$ cat config.mk
export PLATFORM = sky130hd
export DESIGN_NAME = lcd_bus_driver
export DESIGN_NICKNAME = d
export VERILOG_FILES = /design/src/rtl/lcd_bus_driver.sv
export SDC_FILE = /design/constraint.sdc
export NUM_CORES = 1
export LEC_CHECK = 0
export BUFFER_PORTS_ARGS = -buffer_cell sky130_fd_sc_hd__buf_2
export CAP_MARGIN = 20
export CORE_MARGIN = 5
export CORE_UTILIZATION = 39
export DETAILED_ROUTE_END_ITERATION = 8
export HOLD_SLACK_MARGIN = 0.02
export PLACE_DENSITY = 0.66
export SKIP_CTS_REPAIR_TIMING = 1
export SLEW_MARGIN = 10
export SYNTH_ARGS = -nofsm -noshare
export SYNTH_HDL_FRONTEND = slang
export SYNTH_SLANG_ARGS = --single-unit
$ cat constraint.sdc
create_clock -name clk2 -period 3.1 [get_ports clk2]
set_input_delay 0.155 -clock clk2 [delete_from_list [all_inputs] [get_ports clk2]]
set_output_delay 0.155 -clock clk2 [all_outputs]
set_load 0.05 [all_outputs]
$ cat src/rtl/lcd_bus_driver.sv
// ============================================================================
// Module   : lcd_bus_driver
// Brief    : Buffers menu-writer requests in a FIFO and replays them on an
//            HD44780 8-bit bus with RS/E setup, pulse and execution spacing.
//            Optional power-up init sequence: define LCD_INIT_SEQ_EN.
// Revision : 1.0 - initial release
// ============================================================================
`default_nettype none

module lcd_bus_driver #(
  parameter int FIFO_DEPTH = 16,
  parameter int T_SU       = 2,
  parameter int T_EH       = 12,
  parameter int T_HD       = 2,
  parameter int T_EXEC     = 2000,
  parameter int T_LONG     = 80000,
  parameter int T_PWR      = 800000
) (
  input  logic       clk2,
  input  logic       rst,
  input  logic       wr,
  input  logic       dr,
  input  logic [7:0] dbi,
  input  logic [7:0] direc,
  output logic       lcd_rs,
  output logic       lcd_rw,
  output logic       lcd_e,
  output logic [7:0] lcd_db,
  output logic       busy,
  output logic       full,
  output logic       ovf
);

  localparam int c_aw = $clog2(FIFO_DEPTH);
  localparam logic [c_aw:0] c_depth = (c_aw+1)'(FIFO_DEPTH);

  // A zero timing parameter still costs one cycle.
  function automatic logic [19:0] f_cyc(input int v);
    f_cyc = (v < 1) ? 20'd1 : v[19:0];
  endfunction

  localparam logic [19:0] c_su   = f_cyc(T_SU);
  localparam logic [19:0] c_eh   = f_cyc(T_EH);
  localparam logic [19:0] c_hd   = f_cyc(T_HD);
  localparam logic [19:0] c_exec = f_cyc(T_EXEC);
  localparam logic [19:0] c_long = f_cyc(T_LONG);
  localparam logic [19:0] c_pwr  = f_cyc(T_PWR);

  typedef enum logic [2:0] {
    S_PWR, S_INIT, S_IDLE, S_SETUP, S_EHIGH, S_HOLD, S_WAIT
  } state_t;

  state_t           r_state, w_next_state;
  logic [19:0]      r_cnt, w_next_cnt;
  logic [8:0]       r_mem [FIFO_DEPTH];
  logic [c_aw-1:0]  r_wr_ptr, r_rd_ptr;
  logic [c_aw:0]    r_count;
  logic             r_long;
  logic             w_push, w_pop, w_accept, w_expired;
  logic [8:0]       w_entry;
  logic             w_load, w_load_rs, w_load_long;
  logic [7:0]       w_load_db;
`ifdef LCD_INIT_SEQ_EN
  logic [1:0]       r_init_idx;
  logic             r_init_active;
  logic             w_init_adv, w_init_done;
  logic [7:0]       w_init_byte;
`endif

  // dr has priority when both request strobes are high.
  assign w_push   = wr | dr;
  assign w_entry  = dr ? {1'b0, direc} : {1'b1, dbi};
  assign full     = (r_count == c_depth);
  assign w_accept = w_push & (~full | w_pop);
  assign busy     = (r_count != '0) || (r_state != S_IDLE);
  assign lcd_rw   = 1'b0;
  assign w_expired   = (r_cnt <= 20'd1);
  assign w_load_long = ~w_load_rs && (w_load_db == 8'h01 || w_load_db == 8'h02 ||
                                      w_load_db == 8'h03);

`ifdef LCD_INIT_SEQ_EN
  always_comb begin
    case (r_init_idx)
      2'd0:    w_init_byte = 8'h38;
      2'd1:    w_init_byte = 8'h0C;
      2'd2:    w_init_byte = 8'h06;
      default: w_init_byte = 8'h01;
    endcase
  end
`endif

  always_comb begin
    w_next_state = r_state;
    w_next_cnt   = r_cnt;
    w_pop        = 1'b0;
    w_load       = 1'b0;
    w_load_rs    = 1'b0;
    w_load_db    = 8'h00;
`ifdef LCD_INIT_SEQ_EN
    w_init_adv   = 1'b0;
    w_init_done  = 1'b0;
`endif
    case (r_state)
      S_PWR: begin
        if (w_expired) begin
`ifdef LCD_INIT_SEQ_EN
          w_next_state = S_INIT;
`else
          w_next_state = S_IDLE;
`endif
        end else begin
          w_next_cnt = r_cnt - 20'd1;
        end
      end
      S_INIT: begin
`ifdef LCD_INIT_SEQ_EN
        w_load       = 1'b1;
        w_load_db    = w_init_byte;
        w_next_state = S_SETUP;
        w_next_cnt   = c_su;
`else
        w_next_state = S_IDLE;
`endif
      end
      S_IDLE: begin
        if (r_count != '0) begin
          w_pop        = 1'b1;
          w_load       = 1'b1;
          w_load_rs    = r_mem[r_rd_ptr][8];
          w_load_db    = r_mem[r_rd_ptr][7:0];
          w_next_state = S_SETUP;
          w_next_cnt   = c_su;
        end
      end
      S_SETUP: begin
        if (w_expired) begin
          w_next_state = S_EHIGH;
          w_next_cnt   = c_eh;
        end else begin
          w_next_cnt = r_cnt - 20'd1;
        end
      end
      S_EHIGH: begin
        if (w_expired) begin
          w_next_state = S_HOLD;
          w_next_cnt   = c_hd;
        end else begin
          w_next_cnt = r_cnt - 20'd1;
        end
      end
      S_HOLD: begin
        if (w_expired) begin
          w_next_state = S_WAIT;
          w_next_cnt   = r_long ? c_long : c_exec;
        end else begin
          w_next_cnt = r_cnt - 20'd1;
        end
      end
      S_WAIT: begin
        if (w_expired) begin
          w_next_state = S_IDLE;
`ifdef LCD_INIT_SEQ_EN
          if (r_init_active) begin
            if (r_init_idx == 2'd3) begin
              w_init_done = 1'b1;
            end else begin
              w_init_adv   = 1'b1;
              w_next_state = S_INIT;
            end
          end
`endif
        end else begin
          w_next_cnt = r_cnt - 20'd1;
        end
      end
      default: begin
        w_next_state = S_PWR;
        w_next_cnt   = c_pwr;
      end
    endcase
  end

  always_ff @(posedge clk2) begin
    if (w_accept) begin
      r_mem[r_wr_ptr] <= w_entry;
    end
  end

  always_ff @(posedge clk2) begin
    if (rst) begin
      r_state  <= S_PWR;
      r_cnt    <= c_pwr;
      lcd_rs   <= 1'b0;
      lcd_db   <= 8'h00;
      lcd_e    <= 1'b0;
      r_long   <= 1'b0;
      r_wr_ptr <= '0;
      r_rd_ptr <= '0;
      r_count  <= '0;
      ovf      <= 1'b0;
    end else begin
      r_state <= w_next_state;
      r_cnt   <= w_next_cnt;
      // E follows EHIGH one cycle late, giving T_EH-cycle pulses.
      lcd_e   <= (r_state == S_EHIGH);
      if (w_load) begin
        lcd_rs <= w_load_rs;
        lcd_db <= w_load_db;
        r_long <= w_load_long;
      end
      if (w_accept) r_wr_ptr <= r_wr_ptr + 1'b1;
      if (w_pop)    r_rd_ptr <= r_rd_ptr + 1'b1;
      case ({w_accept, w_pop})
        2'b10:   r_count <= r_count + 1'b1;
        2'b01:   r_count <= r_count - 1'b1;
        default: r_count <= r_count;
      endcase
      if (w_push && !w_accept) ovf <= 1'b1;
    end
  end

`ifdef LCD_INIT_SEQ_EN
  always_ff @(posedge clk2) begin
    if (rst) begin
      r_init_idx    <= 2'd0;
      r_init_active <= 1'b1;
    end else begin
      if (w_init_adv)  r_init_idx    <= r_init_idx + 2'd1;
      if (w_init_done) r_init_active <= 1'b0;
    end
  end
`endif

endmodule

`default_nettype wire

==> results of run 1 <==
[worst max-delay path, stage by stage (launching register included)]
cell and delay, ns:
dfxtp_1 0.35, or3_1 0.52, nor4_4 0.52, nand2_2 0.27, a221o_1 0.51, nor4bb_1 0.19
a221oi_2 0.17
[synth_stat cells (10+ instances only)]
| library cell | number |
|---|---|
| a21oi_1 | 29 |
| nand3_1 | 13 |
| clkbuf_1 | 16 |
| inv_1 | 17 |
| o21ai_0 | 15 |
| nor2_1 | 48 |
| dfxtp_1 | 52 |
| edfxtp_1 | 144 |
| ha_1 | 10 |
| mux4_2 | 39 |
| nand2_1 | 50 |
| nor3_1 | 26 |
[metal layers]
metal / global-route usage / part of all wire / vias up / routed length (µm)
li1: - / - / 2610 / -
met1: 0.2091 / 0.44 / 2772 / 8637
met2: 0.2516 / 0.49 / 175 / 9538
met3: 0.03587 / 0.056 / 25 / 1090
met4: 0.04732 / 0.017 / 0 / 336
met5: 0 / 0 / - / 0
[flip-flops by register name, indices dropped and copies added, names as in the netlist, named ones only]
signal	flops
lcd_db	8
lcd_e	1
lcd_rs	1
ovf	1
r_cnt	20
r_count	5
r_long	1
r_mem	144
r_rd_ptr	4
r_state	3
r_wr_ptr	4
[power by group]
group / switching (µW) / internal (µW) / leakage [µW]
clock: 1250 / 1160 / 0.000319
sequential: 54.9 / 2910 / 0.00173
combinational: 268 / 167 / 0.00129
total: 1570 / 4240 / 0.00334
[how the worst min path moves through the flow]
stage | startpoint | slack (ns) | end
final | rst | 0.17 | r_wr_ptr[3]
after global routing | rst | 0.18 | r_wr_ptr[0]
after CTS | rst | 0.14 | r_wr_ptr[3]
after detailed placement | lcd_db[6] | 0.45 | lcd_db[6]
after global placement | lcd_db[5] | 0.44 | lcd_db[5]
after floorplan | rst | 0.41 | ovf
[per-stage QoR]
step | utilization | setup WS, ns | instances | cell area (µm²)
finish | 0.4456 | 0.4773 | 988 | 9996
floorplan | - | 0.4130 | 644 | 8792
global route | 0.4456 | 0.2973 | 988 | 9996
detailed placement | 0.4160 | 0.4961 | 956 | 9333
global placement | 0.4160 | 0.5066 | 956 | 9333
CTS | 0.4456 | 0.4933 | 988 | 9996
[final cells by class]
type	count	area (µm²)	area share
Multi-Input combinational cell	394	3124	0.3126
Clock buffer	17	425.4	0.04256
Sequential cell	196	5366	0.5369
Tap cell	285	356.6	0.03567
Timing Repair Buffer	63	417.9	0.04181
Inverter	18	67.56	0.006759
Clock inverter	15	237.7	0.02378
[logic make-up (layout without fill, tap and decap cells)]
kind of cell    after synthesis  after routing  share of synthesized area
xor+xnor                     13             13                    0.01295
simple gates                185            185                     0.1050
mux                          48             48                     0.1113
buf+inv                      54            113                    0.03444
compound gates              135            135                     0.1080
flops                       196            196                     0.6102
other cells                   1              1                  0.0004265
fa+ha+maj                    12             12                    0.01765
==> results.md, run 1 <==
- # diodes: 0
- Filler instances: between 2000 and 2500
- GRT overflow: 0
- Routed Wire Length: 19600 µm
- Clock slew at reported path FFs: 0.09 ns
- Mapped Area: 8792 µm²
- # nets final: 721
- Post-synthesis sequential area ratio: 0.6102
- Clk_lat worst skew: 0.45 ns
- Share of cells above drive strength 1: 0.2262
- Clock sinks: between 150 and 200
- Core ar.: 22430 µm²
- Slew HR: 0.5477
- HPWL Detailed: 13230 µm
- Row cnt: 55
- Drt pass-1 iters: 5
- Final Cycle Share: 0.8460
- Final hold vios: 0
- Starting Density: 0.3919
- CP arrival: 2.98 ns
- Via count: 5582
- CTS tree: yes
- CTS max path bufs: 2
- Commonest non-fill, non-tap cell in the layout: edfxtp_1
- Setup Skew: 0.01713 ns
- Crit-path max FO: 10
- Setup tns final: 0 ns
- I/O Buffers: 32
- Critical path startpoint category: flop
- Status: finished, final reports clean
- Share of the synthesized area in the top cell type: 0.4918
- Worst Tran Pin Value: 0.6785 ns
- Mapped Cells: 644
- Total GRT Usage: 0.1552
- Power consumption: 5805 µW
- Req. time, crit path: 3.46 ns
- Final Setup Violations: 0
- Synth Register Bits: 196
- Setup crit end: r_cnt[10]
- Initial antenna violation count: 0
- Initial DRC count: 428
- Worst Reg-to-Reg Cells: 6
- R2R Setup Slk: 0.48 ns
- Unrepaired setup endpoints after global routing: no
- Die area: 25650 µm²
- Setup crit end kind: flop
- Syn. warnings: 0
- Asr flop ratio synth: 0
- Post-synth top flop: edfxtp_1
- Num CTS Buffers: 17
- Die W: ~160 µm
- Average size of a mapped cell: 13.65 µm²
- Reg2reg end: r_cnt[10]
- Hold Crit Depth: 2
- Leakage power total: 0.003336 µW
- Final Max Slew Viols: 0
- Net Count, Synth: a little under 700
- Crit path kind: flop to flop
- Post-synth EDFFs: 144
- Area Overhead vs Synth: 13.69%
- Clk root buf: clkbuf_16
- Worst hold slack: 0.1687 ns
- Max Cap Viol: 0
- Critical Path Source: r_cnt[6]
- F_max: 0.3813 GHz
- Drt drc: 0
- Commonest non-fill, non-tap cells in the layout: edfxtp_1, dfxtp_1, nand2_1, nor2_1, mux4_2
- Worst VDD drop: 427.9 µV
- Die H: 160.1 µm
- Synth top area cells: edfxtp_1, dfxtp_1, mux4_2
- Critical R2R Launch: r_cnt[6]
- WL per Instance: 19.84 µm
- Cell taking the most area after synthesis: edfxtp_1
- Hold Crit Class: primary input to flop
- Vias in the first global route: approximately 5500
- Vias/cell: 5.650
- Cell Pwr Density: 580.8 nW/µm²
- H-tree depth: 4
- Top Ports: 34
- Final ANT Viol Nets: 0
- Clock period minus final worst setup slack: ~2.6 ns
- Unique masters post-synth: 77
- First-pass GRT wire length: ~31000 µm
- Routability congestion estimate: ~0.93
- Largest net degree at the start of global routing: 31
Note: power is estimated with default switching activity, not from simulation.
==> run 2, diff against run 1 <==
PLACE_DENSITY = 0.68   (was 0.66)
clock period = 2.3 ns   (was 3.1 ns; I/O delays follow)
==> run 2 against run 1 <==
Net effect: the flow now finishes with violations (setup timing); clock power increased by 16%; critical path depth grew 1; core utilization increased by 4.2 points; hold slack lost 0.019 ns; clock skew down 0.0038 ns; combinational power rose by 88%; first-iteration DRC count is 6.1% higher; register-to-register slack worse by 0.52 ns; cell area up 9.3%; largest power group unchanged.
==> results.md, run 2 (synthesized netlist as in run 1, its figures left out) <==
- Drt drc: 0 (unchanged)
- # nets final: 815 (was 721)
- Clk root buf: clkbuf_16 (unchanged)
- Slowest CP cell: or4_4 (was or3_1)
- Crit path largest cell delay: 0.57 ns (was 0.52 ns)
- CTS tree: yes (unchanged)
- Failing checks: setup timing
- Filler instances: 1926 (was 2021)
- # diodes: 0 (unchanged)
- Routability congestion estimate: 0.9058 (was 0.9312)
- Final Max Slew Viols: 0 (unchanged)
- CP most frequent cell: or4_4
- HPWL Detailed: 14920 µm (was 13230 µm)
- Starting Density: 0.3919 (unchanged)
- Largest net degree at the start of global routing: 44 (was 31)
- Worst Tran Pin Value: 0.6150 ns (was 0.6785 ns)
- Critical-path cell list: or4_4 -> or4_4 -> nor3_2 -> o21a_2 -> buf_6 -> o31ai_4 -> a22o_1 (was or3_1 -> nor4_4 -> nand2_2 -> a221o_1 -> nor4bb_1 -> a221oi_2)
- Leakage power total: 0.003857 µW (was 0.003336 µW)
- GRT overflow: 0 (unchanged)
- Crit path kind: flop to flop (unchanged)
- Cell Pwr Density: 694.6 nW/µm² (was 580.8 nW/µm²)
- Hold Crit Class: primary input to flop (unchanged)
- Critical path startpoint category: flop (unchanged)
- Status: finished, violations left (was finished, final reports clean)
- Req. time, crit path: 2.62 ns (was 3.46 ns)
- Die H: 160.1 µm (unchanged)
- Setup Skew: 0.01336 ns (was 0.01713 ns)
- Drt pass-1 iters: 6 (was 5)
- Area of the multi-input gates: 3331 µm² (was 3124 µm²)
- Vias/cell: 5.764 (was 5.650)
- Share of cells above drive strength 1: 0.3676 (was 0.2262)
- Row cnt: 55 (unchanged)
- H-tree depth: 4 (unchanged)
- Total GRT Usage: 0.1696 (was 0.1552)
- Die W: 160.1 µm (unchanged)
- Initial antenna violation count: 0 (unchanged)
- Setup crit end kind: flop (unchanged)
- Core ar.: 22430 µm² (unchanged)
- Max Cap Viol: 0 (unchanged)
- Clock sinks: 196 (unchanged)
- Die area: 25650 µm² (unchanged)
- Crit-path max FO: 7 (was 10)
- WL per Instance: 20.70 µm (was 19.84 µm)
- F_max: 0.4266 GHz (was 0.3813 GHz)
- First-pass GRT wire length: 33610 µm (was 30850 µm)
- Num CTS Buffers: 17 (unchanged)
- Clk_lat worst skew: 0.44 ns (was 0.45 ns)
- Pre-CTS setup slack: -0.09013 ns (was 0.4961 ns)
- Commonest non-fill, non-tap cells in the layout: edfxtp_1, buf_4, nand2_1, dfxtp_1, nor2_1 (was edfxtp_1, dfxtp_1, nand2_1, nor2_1, mux4_2)
- Sequential Area: 5373 µm² (was 5366 µm²)
- Final ANT Viol Nets: 0 (unchanged)
- Final Setup Violations: 10 (was 0)
- Clock slew at reported path FFs: 0.07 ns (was 0.09 ns)
- CTS max path bufs: 2 (unchanged)
- Top Ports: 34 (unchanged)
- Clock period minus final worst setup slack: 2.344 ns (was 2.623 ns)
- Worst setup margin: -0.04406 ns (was 0.4773 ns)
- Most flops, register: r_mem (unchanged)
- I/O Buffers: 32 (unchanged)
- CP arrival: 2.66 ns (was 2.98 ns)
- Area Overhead vs Synth: 24.29% (was 13.69%)
- Initial DRC count: 454 (was 428)
- Worst VDD drop: 532.8 µV (was 427.9 µV)
- Unrepaired setup endpoints after global routing: yes (was no)
- Final Cycle Share: 1.019 (was 0.8460)
- Final hold vios: 0 (unchanged)
- Biggest regs: r_mem (144), r_cnt (20), lcd_db (8) (unchanged)
- Max reg flops: 144 (unchanged)
- Routed Wire Length: 22400 µm (was 19600 µm)
- Slew HR: 0.5794 (was 0.5477)
- Commonest non-fill, non-tap cell in the layout: edfxtp_1 (unchanged)
- Worst hold slack: 0.1492 ns (was 0.1687 ns)
- Vias in the first global route: 5987 (was 5459)
- Via count: 6237 (was 5582)
run 2: cell types whose count changed in the layout (fill, tap and decap cells not counted), sizes merged:
cell    previous run  this run
inv               27        23
buf               63       155
clkbuf            17        20
clkinv             6         9
run 2: metal layers:
layer	track usage	vias up	wire, µm
li1	-	2795	-
met1	0.2187	3125	9086
met2	0.2842	273	11170
met3	0.03690	44	1588
met4	0.05944	0	555
met5	0	-	0
run 2: path summary, 6_finish.rpt:
kind              from          to  slack (ns)  cells after the start
max          r_cnt[17]   r_cnt[16]       -0.04                      7
min                rst  r_state[0]        0.15                      3
max reg2reg  r_cnt[17]   r_cnt[16]       -0.04                      7
min reg2reg  lcd_db[0]   lcd_db[0]        0.45                      2
run 2: area by class of cell:
cell class	count	share of cell area
Tap cell	285	0.03263
Multi-Input combinational cell	394	0.3048
Clock buffer	18	0.03927
Timing Repair Buffer	157	0.1145
Clock inverter	14	0.01099
Inverter	18	0.006183
Sequential cell	196	0.4916
run 2: worst max-delay path, delay by kind of cell, from the launching register on:
family | cells | cell delay, ns
compound gates | 3 | 0.51
buf+inv | 1 | 0.15
simple gates | 3 | 1.25
flops | 1 | 0.32
run 2: power by group:
| part | internal [µW] | total (µW) | switching [µW] |
|---|---|---|---|
| clock network | 1420 | 2800 | 1380 |
| logic | 361 | 815 | 455 |
| registers | 3920 | 3980 | 56.0 |
run 2: metrics by stage:
stage / cells / TNS, ns / cell area [µm²] / utilization / total power, µW
final: 1082 / -0.2724 / 10930 / 0.4871 / 7590
after global routing: 1082 / -1.009 / 10930 / 0.4871 / 7856
after CTS: 1065 / -0.5458 / 10550 / 0.4703 / 7582
after detailed placement: 1033 / -0.2586 / 10000 / 0.4458 / 4814
after global placement: 1033 / -0.1991 / 10000 / 0.4458 / 4796
after floorplan: 644 / -0.09195 / 8845 / - / 4475
